--- config.mk ---
export PLATFORM = sky130hd
export DESIGN_NAME = acc_feed
export DESIGN_NICKNAME = d
export VERILOG_FILES = /design/src/rtl/acc_feed_pkg.sv /design/src/rtl/acc_feed_fifo.sv /design/src/rtl/acc_feed.sv
export SDC_FILE = /design/constraint.sdc
export NUM_CORES = 1
export LEC_CHECK = 0
export CORE_MARGIN = 5
export CORE_UTILIZATION = 55
export CTS_CLUSTER_SIZE = 8
export DETAILED_ROUTE_END_ITERATION = 16
export GPL_TIMING_DRIVEN = 0
export PLACE_DENSITY = 0.74
export SYNTH_ARGS = -nofsm -noshare
export SYNTH_HDL_FRONTEND = slang
export SYNTH_SLANG_ARGS = --single-unit
export TNS_END_PERCENT = 30
--- constraint.sdc ---
create_clock -name clk -period 7.1 [get_ports clk]
set_input_delay 1.42 -clock clk [delete_from_list [all_inputs] [get_ports clk]]
set_output_delay 1.42 -clock clk [all_outputs]
set_load 0.01 [all_outputs]
--- src/rtl/acc_feed_pkg.sv ---
// Shared types and frame constants for the acc_feed serializer.
package acc_feed_pkg;

  localparam int unsigned WORD_W_DEF = 32;

  typedef enum logic [1:0] {
    IDLE  = 2'd0,
    START = 2'd1,
    SHIFT = 2'd2,
    GAP   = 2'd3
  } state_t;

  localparam logic START_BIT = 1'b0;
  localparam logic IDLE_RX   = 1'b1;

endpackage

--- src/rtl/acc_feed_fifo.sv ---
// Synchronous word FIFO with registered occupancy and registered not_full/empty flags.
module acc_feed_fifo #(
  parameter int unsigned WIDTH = 32,
  parameter int unsigned DEPTH = 4
) (
  input  logic             clk,
  input  logic             rst,
  input  logic             push,
  input  logic             pop,
  input  logic [WIDTH-1:0] wdata,
  output logic [WIDTH-1:0] rdata_c,
  output logic             not_full,
  output logic             empty
);

  localparam int unsigned AW = (DEPTH > 1) ? $clog2(DEPTH) : 1;
  localparam int unsigned CW = AW + 1;

  logic [WIDTH-1:0] mem [DEPTH];
  logic [AW-1:0]    wr_ptr;
  logic [AW-1:0]    rd_ptr;
  logic [CW-1:0]    count;
  logic [CW-1:0]    count_nxt;
  logic             push_ok;
  logic             pop_ok;

  // Full blocks pushes and empty blocks pops, whatever the requesters do.
  always_comb begin
    push_ok   = push & not_full;
    pop_ok    = pop & ~empty;
    count_nxt = count + CW'(push_ok) - CW'(pop_ok);
  end

  assign rdata_c = mem[rd_ptr];

  always_ff @(posedge clk) begin
    if (rst) begin
      wr_ptr   <= '0;
      rd_ptr   <= '0;
      count    <= '0;
      not_full <= 1'b1;
      empty    <= 1'b1;
    end else begin
      if (push_ok) wr_ptr <= wr_ptr + AW'(1);
      if (pop_ok)  rd_ptr <= rd_ptr + AW'(1);
      count    <= count_nxt;
      not_full <= (count_nxt != CW'(DEPTH));
      empty    <= (count_nxt == '0);
    end
  end

  always_ff @(posedge clk) begin
    if (push_ok) mem[wr_ptr] <= wdata;
  end

endmodule

--- src/rtl/acc_feed.sv ---
// Word-to-serial frame feeder for acc: add strobe + start bit + MSB-first data.
// Optional completed-frame counter enabled by defining ACC_FEED_COUNT_EN.
module acc_feed
  import acc_feed_pkg::*;
#(
  parameter int unsigned WORD_W = WORD_W_DEF,
  parameter int unsigned DEPTH  = 4,
  parameter int unsigned GAP    = 2
) (
  input  logic              clk,
  input  logic              rst,
  input  logic              in_valid,
  output logic              in_ready,
  input  logic [WORD_W-1:0] in_word,
  output logic              add,
  output logic              rx,
  output logic              busy
`ifdef ACC_FEED_COUNT_EN
  ,
  output logic [15:0]       frame_cnt
`endif
);

  localparam int unsigned CNT_W = $clog2(WORD_W);
  localparam int unsigned GAP_W = (GAP > 1) ? $clog2(GAP) : 1;

  localparam logic [1:0] S_IDLE  = 2'(acc_feed_pkg::IDLE);
  localparam logic [1:0] S_START = 2'(acc_feed_pkg::START);
  localparam logic [1:0] S_SHIFT = 2'(acc_feed_pkg::SHIFT);
  localparam logic [1:0] S_GAP   = 2'(acc_feed_pkg::GAP);

  logic [1:0]        state, state_nxt;
  logic [CNT_W-1:0]  bit_cnt, bit_cnt_nxt;
  logic [GAP_W-1:0]  gap_cnt, gap_cnt_nxt;
  logic [WORD_W-1:0] sr, sr_nxt;
  logic              add_nxt, rx_nxt, busy_nxt;
  logic              pop;
  logic              fifo_empty;
  logic [WORD_W-1:0] fifo_rdata_c;
`ifdef ACC_FEED_COUNT_EN
  logic              frame_done;
`endif

  acc_feed_fifo #(
    .WIDTH (WORD_W),
    .DEPTH (DEPTH)
  ) u_fifo (
    .clk      (clk),
    .rst      (rst),
    .push     (in_valid),
    .pop      (pop),
    .wdata    (in_word),
    .rdata_c  (fifo_rdata_c),
    .not_full (in_ready),
    .empty    (fifo_empty)
  );

  // Outputs are registered from the current state, so each state shows on the pins one cycle later.
  always_comb begin
    state_nxt   = state;
    bit_cnt_nxt = bit_cnt;
    gap_cnt_nxt = gap_cnt;
    sr_nxt      = sr;
    pop         = 1'b0;
    add_nxt     = 1'b0;
    rx_nxt      = IDLE_RX;
    busy_nxt    = (state != S_IDLE) | ~fifo_empty;
`ifdef ACC_FEED_COUNT_EN
    frame_done  = 1'b0;
`endif
    case (state)
      S_IDLE: begin
        if (!fifo_empty) begin
          pop       = 1'b1;
          sr_nxt    = fifo_rdata_c;
          state_nxt = S_START;
        end
      end
      S_START: begin
        add_nxt     = 1'b1;
        rx_nxt      = START_BIT;
        bit_cnt_nxt = CNT_W'(WORD_W - 1);
        state_nxt   = S_SHIFT;
      end
      S_SHIFT: begin
        add_nxt = 1'b1;
        rx_nxt  = sr[bit_cnt];
        if (bit_cnt == '0) begin
`ifdef ACC_FEED_COUNT_EN
          frame_done = 1'b1;
`endif
          if (GAP == 0) begin
            state_nxt = S_IDLE;
          end else begin
            state_nxt   = S_GAP;
            gap_cnt_nxt = GAP_W'(GAP - 1);
          end
        end else begin
          bit_cnt_nxt = bit_cnt - CNT_W'(1);
        end
      end
      S_GAP: begin
        if (gap_cnt == '0) state_nxt = S_IDLE;
        else               gap_cnt_nxt = gap_cnt - GAP_W'(1);
      end
      default: state_nxt = S_IDLE;
    endcase
  end

  always_ff @(posedge clk) begin
    if (rst) begin
      state   <= S_IDLE;
      bit_cnt <= '0;
      gap_cnt <= '0;
      sr      <= '0;
      add     <= 1'b0;
      rx      <= IDLE_RX;
      busy    <= 1'b0;
    end else begin
      state   <= state_nxt;
      bit_cnt <= bit_cnt_nxt;
      gap_cnt <= gap_cnt_nxt;
      sr      <= sr_nxt;
      add     <= add_nxt;
      rx      <= rx_nxt;
      busy    <= busy_nxt;
    end
  end

`ifdef ACC_FEED_COUNT_EN
  // Counts frames that reached SHIFT exit; truncated frames never get there.
  always_ff @(posedge clk) begin
    if (rst)             frame_cnt <= '0;
    else if (frame_done) frame_cnt <= frame_cnt + 16'd1;
  end
`endif

endmodule
==> results of run 1 <==
area by class of cell:
cell class / instances / area, um^2
Fill cell: 919 / 4380
Tap cell: 172 / 215
Timing Repair Buffer: 37 / 370
Clock buffer: 19 / 453
Clock inverter: 13 / 108
Multi-Input combinational cell: 224 / 1920
Inverter: 14 / 52.6
Sequential cell: 180 / 4880
Buffer: 25 / 135
placed cells by master, fill, tap and decap left out, drive strengths merged, types with 3 or more instances in the layout:
cell type and instances:
a211oi 3, edfxtp 128, buf 11, ha 12
xnor2 4, clkdlybuf4s50 37, nand2 70, inv 14
mux4 36, clkbuf 33, mux2i 9, a21oi 42
nor2 14, dfxtp 52, nand2b 3, o221ai 4
nor3 4, and3 4, clkinv 8, clkinvlp 4
nor2b 5
worst max-delay path by stage:
stage,start,to
3_5_place_dp,in_valid,u_fifo.not_full
4_1_cts,state[0],u_fifo.not_full
6_report,state[0],u_fifo.not_full
3_3_place_gp,in_valid,u_fifo.mem[3][12]
5_1_grt,state[0],u_fifo.not_full
2_1_floorplan,state[0],u_fifo.not_full
layer usage:
metal | global-route usage (%) | up-vias
met5 | 0 | -
met2 | 28.5 | 89
met4 | 8.33 | 0
li1 | - | 1770
met3 | 4.65 | 15
met1 | 23.5 | 1819
logic make-up (layout without fill, tap and decap cells):
kind of cell	Yosys count	in the layout	synth area share (%)
xor+xnor	5	5	0.626
flops	180	180	69.9
fa+ha+maj	13	13	2.43
buf+inv	39	108	2.68
compound gates	55	55	4.76
simple gates	106	106	6.73
mux	45	45	12.9
state kept, by name, indices dropped and copies added, names as in the netlist:
signal	flops
add	1
bit_cnt	5
busy	1
gap_cnt	1
rx	1
sr	32
state	2
u_fifo.count	3
u_fifo.empty	1
u_fifo.mem	128
u_fifo.not_full	1
u_fifo.rd_ptr	2
u_fifo.wr_ptr	2
where the power goes:
group	internal [mW]	switching (mW)
Clock	0.497	0.385
Sequential	1.29	0.0757
Combinational	0.405	0.459
tightest hold or removal path: cells and delay by family, from the launching register on:
kind | cells | cell delay (ns)
compound gates | 1 | 0.05
flops | 1 | 0.31
simple gates | 1 | 0.05
through the flow:
step           cell area, um^2  total power [mW]
2_1_floorplan             6990              2.04
3_3_place_gp              7580              2.23
3_5_place_dp              7580              2.26
4_1_cts                   8140              3.14
5_1_grt                   8140              3.29
6_report                  8140              3.11
==> impl_metrics.csv, run 1 <==
group,metric,value,unit
place,portBuffers,37,
timing,layout_min_cycle_time,3.23,ns
route,wl_met3,636,um
cells_and_area,fin_util,65.0,%
floorplanning,num_rows,41,
timing,clock.fmax,309,MHz
power,power.density,382,nW/um^2
worst_setup_path,setup.worst_path.start_class,"flop",
worst_setup_path,r2r-end,"u_fifo.not_full",
cells_and_area,diodes,0,
yosys,seq_area_frac_synth,69.9,%
grt,grt_pass1_wl,19.8,mm
route,wl_met1,5.15,mm
cts,numClockSinks,180,
yosys,synthDistinctLibCells,35,
worst_setup_path,critical_path_cell_count,14,
timing,worst_pin_slew,0.891,ns
cells_and_area,fin_cells,684,
hold_path,hold_path_startpoint,"sr[29]",
grt,grt_remaining_overflow,0,
yosys,synth_top_area_cell,"edfxtp_1",
route,drc,0,
yosys,syn_area,6990,um^2
floorplanning,die_area,15100,um^2
power,leakagePower,2.71,nW
worst_setup_path,worstPathCellList,"inv_1, ha_1, nand2b_1, clkbuf_1, clkinv_1, clkbuf_1, ha_1, inv_1, ha_1, fa_1, xnor2_1, xnor2_1, nor2_1, nand2_1",
status,outcome,"finished, final reports clean",
hold_path,min_path_cells,2,
cts,cts_buffer_depth,2,
floorplanning,core_area,12500,um^2
timing,slew_viol_final,0,
yosys,synth_area_leaders,"edfxtp_1 55%, dfxtp_1 15%, mux4_2 12%",
route,routed.top_layer,"met4",
worst_setup_path,critical_path_class,"flop to flop",
cells_and_area,nNetsFinal,547,
route,drtAntennaViolNets,0,
yosys,synth_top_area_share,55.0,%
place,dp.cells,652,
flow_run,maxCapViolations,0,
grt,grt_max_degree,33,
worst_setup_path,rrSetupSlack,3.87,ns
yosys,postSynthAreaPerCell,15.8,um^2
yosys,synthFlopType,"edfxtp_1",
cts,cts-htree-levels,4,
route,drt-initial-drc-count,288,
place,post-place-ws,3.76,ns
yosys,syn_nets,491,
cts,cts_resized,0,
timing,rsz0062_at_grt,"no",
cts,cts_setup_buffers,0,
worst_setup_path,reg2reg_depth,14,
worst_setup_path,critPathMaxFanout,10,
route,wl_per_cell,17.7,um
timing,setup_tns,0,ns
worst_setup_path,crit_required,7.42,ns
hold_path,hold_path_end,"sr[29]",
cts,clk_pin_slew_worst_paths,0.06,ns
cts,ctsHoldBuffers,0,
power,ir_worst_vdd,0.201,mV
yosys,yosysMostFrequentCell,"edfxtp_1",
cts,tritoncts,"built",
floorplanning,pin_count,39,
worst_setup_path,cp_slowest_cell,"fa_1",
cells_and_area,drive_above_1_share,16.6,%
cts,root_buffer,"clkbuf_16",
worst_setup_path,crit_path_end_kind,"flop",
route,totalWireLength,12.1,mm
timing,hold_viol,0,
timing,setup_ws,3.87,ns
timing,final.period_utilization,45.5,%
route,dr_total_vias,3693,
cts,numCtsBuffers,17,
grt,grt_pass1_vias,3869,
yosys,synthTopCellsByCount,"128 x edfxtp_1, 70 x nand2_1, 52 x dfxtp_1",
worst_setup_path,critical_path.max_stage_delay,0.40,ns
timing,setup_violations,0,
timing,max-slew-margin-rel,40.6,%
yosys,synth-seq-cells,180,
worst_setup_path,cpMostUsedCell,"ha_1",
route,wl_met2,6.13,mm
worst_setup_path,r2r-start,"state[0]",
timing,hold_slack,0.455,ns
floorplanning,die_w,123,um
yosys,synth_cells,443,
hold_path,worstHoldPathType,"flop to flop",
grt,antenna_found_initial,0,
route,first_pass_iters,4,
worst_setup_path,crit_buf_inv,5,
floorplanning,start_util,55.8,%
floorplanning,die_h,123,um
cts,clk_latency,0.43,ns
route,viasPerCell,5.40,
place,gp_congestion,0.776,
grt,grtUsageTotal,18.0,%
yosys,synth_edf_count,128,
worst_setup_path,crit_arrival,3.55,ns
timing,worst_clock_skew,0.00634,ns
place,hpwlAfterDp,7.61,mm
cells_and_area,syn_to_final_growth,16.5,%
yosys,async_reset_ff_share,0,%
yosys,yosys_warnings,0,
worst_setup_path,crit_family,"adder cells",
(Power assumes the default switching activity.)
==> run 2: changes to the inputs <==
Settings changed: CORE_UTILIZATION 55 to 53, PLACE_DENSITY 0.74 to 0.75.
Clock period 7.1 ns to 2.9 ns, I/O delays scaled along.
==> impl_metrics.csv, run 2 (same netlist as run 1, synthesis figures left out) <==
group,metric,value,unit
status,outcome,"finished, final reports clean",
floorplanning,die_h,125,um
place,gp_congestion,0.800,
floorplanning,die_w,125,um
cts,ctsHoldBuffers,0,
cells_and_area,layout_common_cells,"128 x edfxtp_1, 70 x nand2_1, 52 x dfxtp_1, 42 x a21oi_1, 37 x clkdlybuf4s50_1",
worst_setup_path,crit_arrival,2.95,ns
grt,grt_max_degree,33,
cts,cts_buffer_depth,2,
route,drt-initial-drc-count,234,
floorplanning,pin_count,39,
timing,final.period_utilization,91.4,%
grt,antenna_found_initial,0,
power,finalPower,7.68,mW
cts,numCtsBuffers,17,
place,hpwlAfterDp,8.22,mm
cts,numClockSinks,180,
cells_and_area,syn_to_final_growth,16.4,%
cells_and_area,largest_reg_flops,128,
cells_and_area,nNetsFinal,545,
worst_setup_path,critPathMaxFanout,17,
cts,clk_latency,0.42,ns
power,ir_worst_vdd,0.391,mV
worst_setup_path,setup.worst_path.start_class,"flop",
cells_and_area,drive_above_1_share,16.1,%
route,viasPerCell,5.56,
cells_and_area,layout_commonest_cell,"edfxtp_1",
grt,grt_pass1_wl,21.2,mm
timing,max-slew-margin-rel,38.8,%
cts,cts-htree-levels,4,
cts,root_buffer,"clkbuf_16",
cells_and_area,reg.largest.list,"u_fifo.mem x128, sr x32, bit_cnt x5",
worst_setup_path,crit_required,3.20,ns
route,drc,0,
route,totalWireLength,13.2,mm
grt,grtUsageTotal,17.6,%
cts,clk_pin_slew_worst_paths,0.06,ns
timing,hold_slack,0.459,ns
cells_and_area,fillCellCount,925,
timing,clock.fmax,377,MHz
cells_and_area,top_register,"u_fifo.mem",
timing,worst_clock_skew,0.00972,ns
cells_and_area,diodes,0,
timing,hold_viol,0,
cts,cts_setup_buffers,0,
timing,rsz0062_at_grt,"no",
flow_run,maxCapViolations,0,
timing,setup_violations,0,
route,dr_total_vias,3812,
grt,grt_pass1_vias,4096,
timing,slew_viol_final,0,
hold_path,worstHoldPathType,"flop to flop",
route,drtAntennaViolNets,0,
route,first_pass_iters,5,
power,power.density,944,nW/um^2
floorplanning,die_area,15600,um^2
cells_and_area,multiInputGateArea,1930,um^2
grt,grt_remaining_overflow,0,
worst_setup_path,crit_path_end_kind,"flop",
cts,tritoncts,"built",
floorplanning,num_rows,42,
route,wl_per_cell,19.2,um
worst_setup_path,critical_path_class,"flop to flop",
floorplanning,start_util,53.4,%
timing,worst_pin_slew,0.919,ns
floorplanning,core_area,13100,um^2
cells_and_area,seq_area,4880,um^2
power,leakagePower,2.71,nW
place,portBuffers,37,
timing,layout_min_cycle_time,2.65,ns
[run 2: critical path, cell delays in order (launching register included)]
cell      delay [ns]
dfxtp_1         0.39
inv_1           0.10
ha_1            0.28
nand2b_2        0.19
inv_4           0.12
ha_1            0.30
inv_1           0.04
ha_1            0.18
fa_1            0.38
xnor2_1         0.21
xnor2_1         0.09
nor2_1          0.16
nand2_1         0.08
[run 2: area by class of cell]
class | instances | share of cell area [%]
clock inverters | 12 | 1.40
well taps | 176 | 2.71
multi-input cells | 224 | 23.7
inverters | 14 | 0.677
plain buffers | 23 | 1.57
clock buffers | 20 | 5.37
flip-flops and latches | 180 | 60.1
repair buffers | 37 | 4.55
[run 2: worst paths after layout]
check           start  depth (start not counted)              end  slack, ns
max          state[0]                         12  u_fifo.not_full       0.25
min            sr[14]                          2           sr[14]       0.46
max reg2reg  state[0]                         12  u_fifo.not_full       0.25
min reg2reg    sr[14]                          2           sr[14]       0.46
[run 2: repair_timing]
item,4_1_cts,5_1_grt
gates resized for setup,2,1
setup endpoints to repair,4,2
pin swaps,0,0
[run 2: routing by layer]
layer,vias to the layer above,wire length [um],track usage [%]
met3,15,398,4.07
met1,1959,5650,21.7
met4,0,206,6.82
met5,-,0,0
met2,72,6920,30.4
li1,1766,-,-
[run 2: report_power, final]
part | internal [mW] | switching [mW] | total [mW]
sequential | 3.15 | 0.200 | 3.35
clock | 1.25 | 0.891 | 2.14
combinational | 0.995 | 1.19 | 2.18
[run 2: through the flow]
stage                     setup slack (ns)  std cells  setup TNS (ns)  area (um^2)  util (%)
after floorplan                      0.110        443               0         6990         -
after global placement              -0.259        656           -7.84         7580      57.9
after detailed placement            -0.415        656           -1.19         7590      58.0
after CTS                           0.0692        686               0         8130      62.2
after global routing                0.0978        686               0         8130      62.2
final                                0.250        686               0         8130      62.2
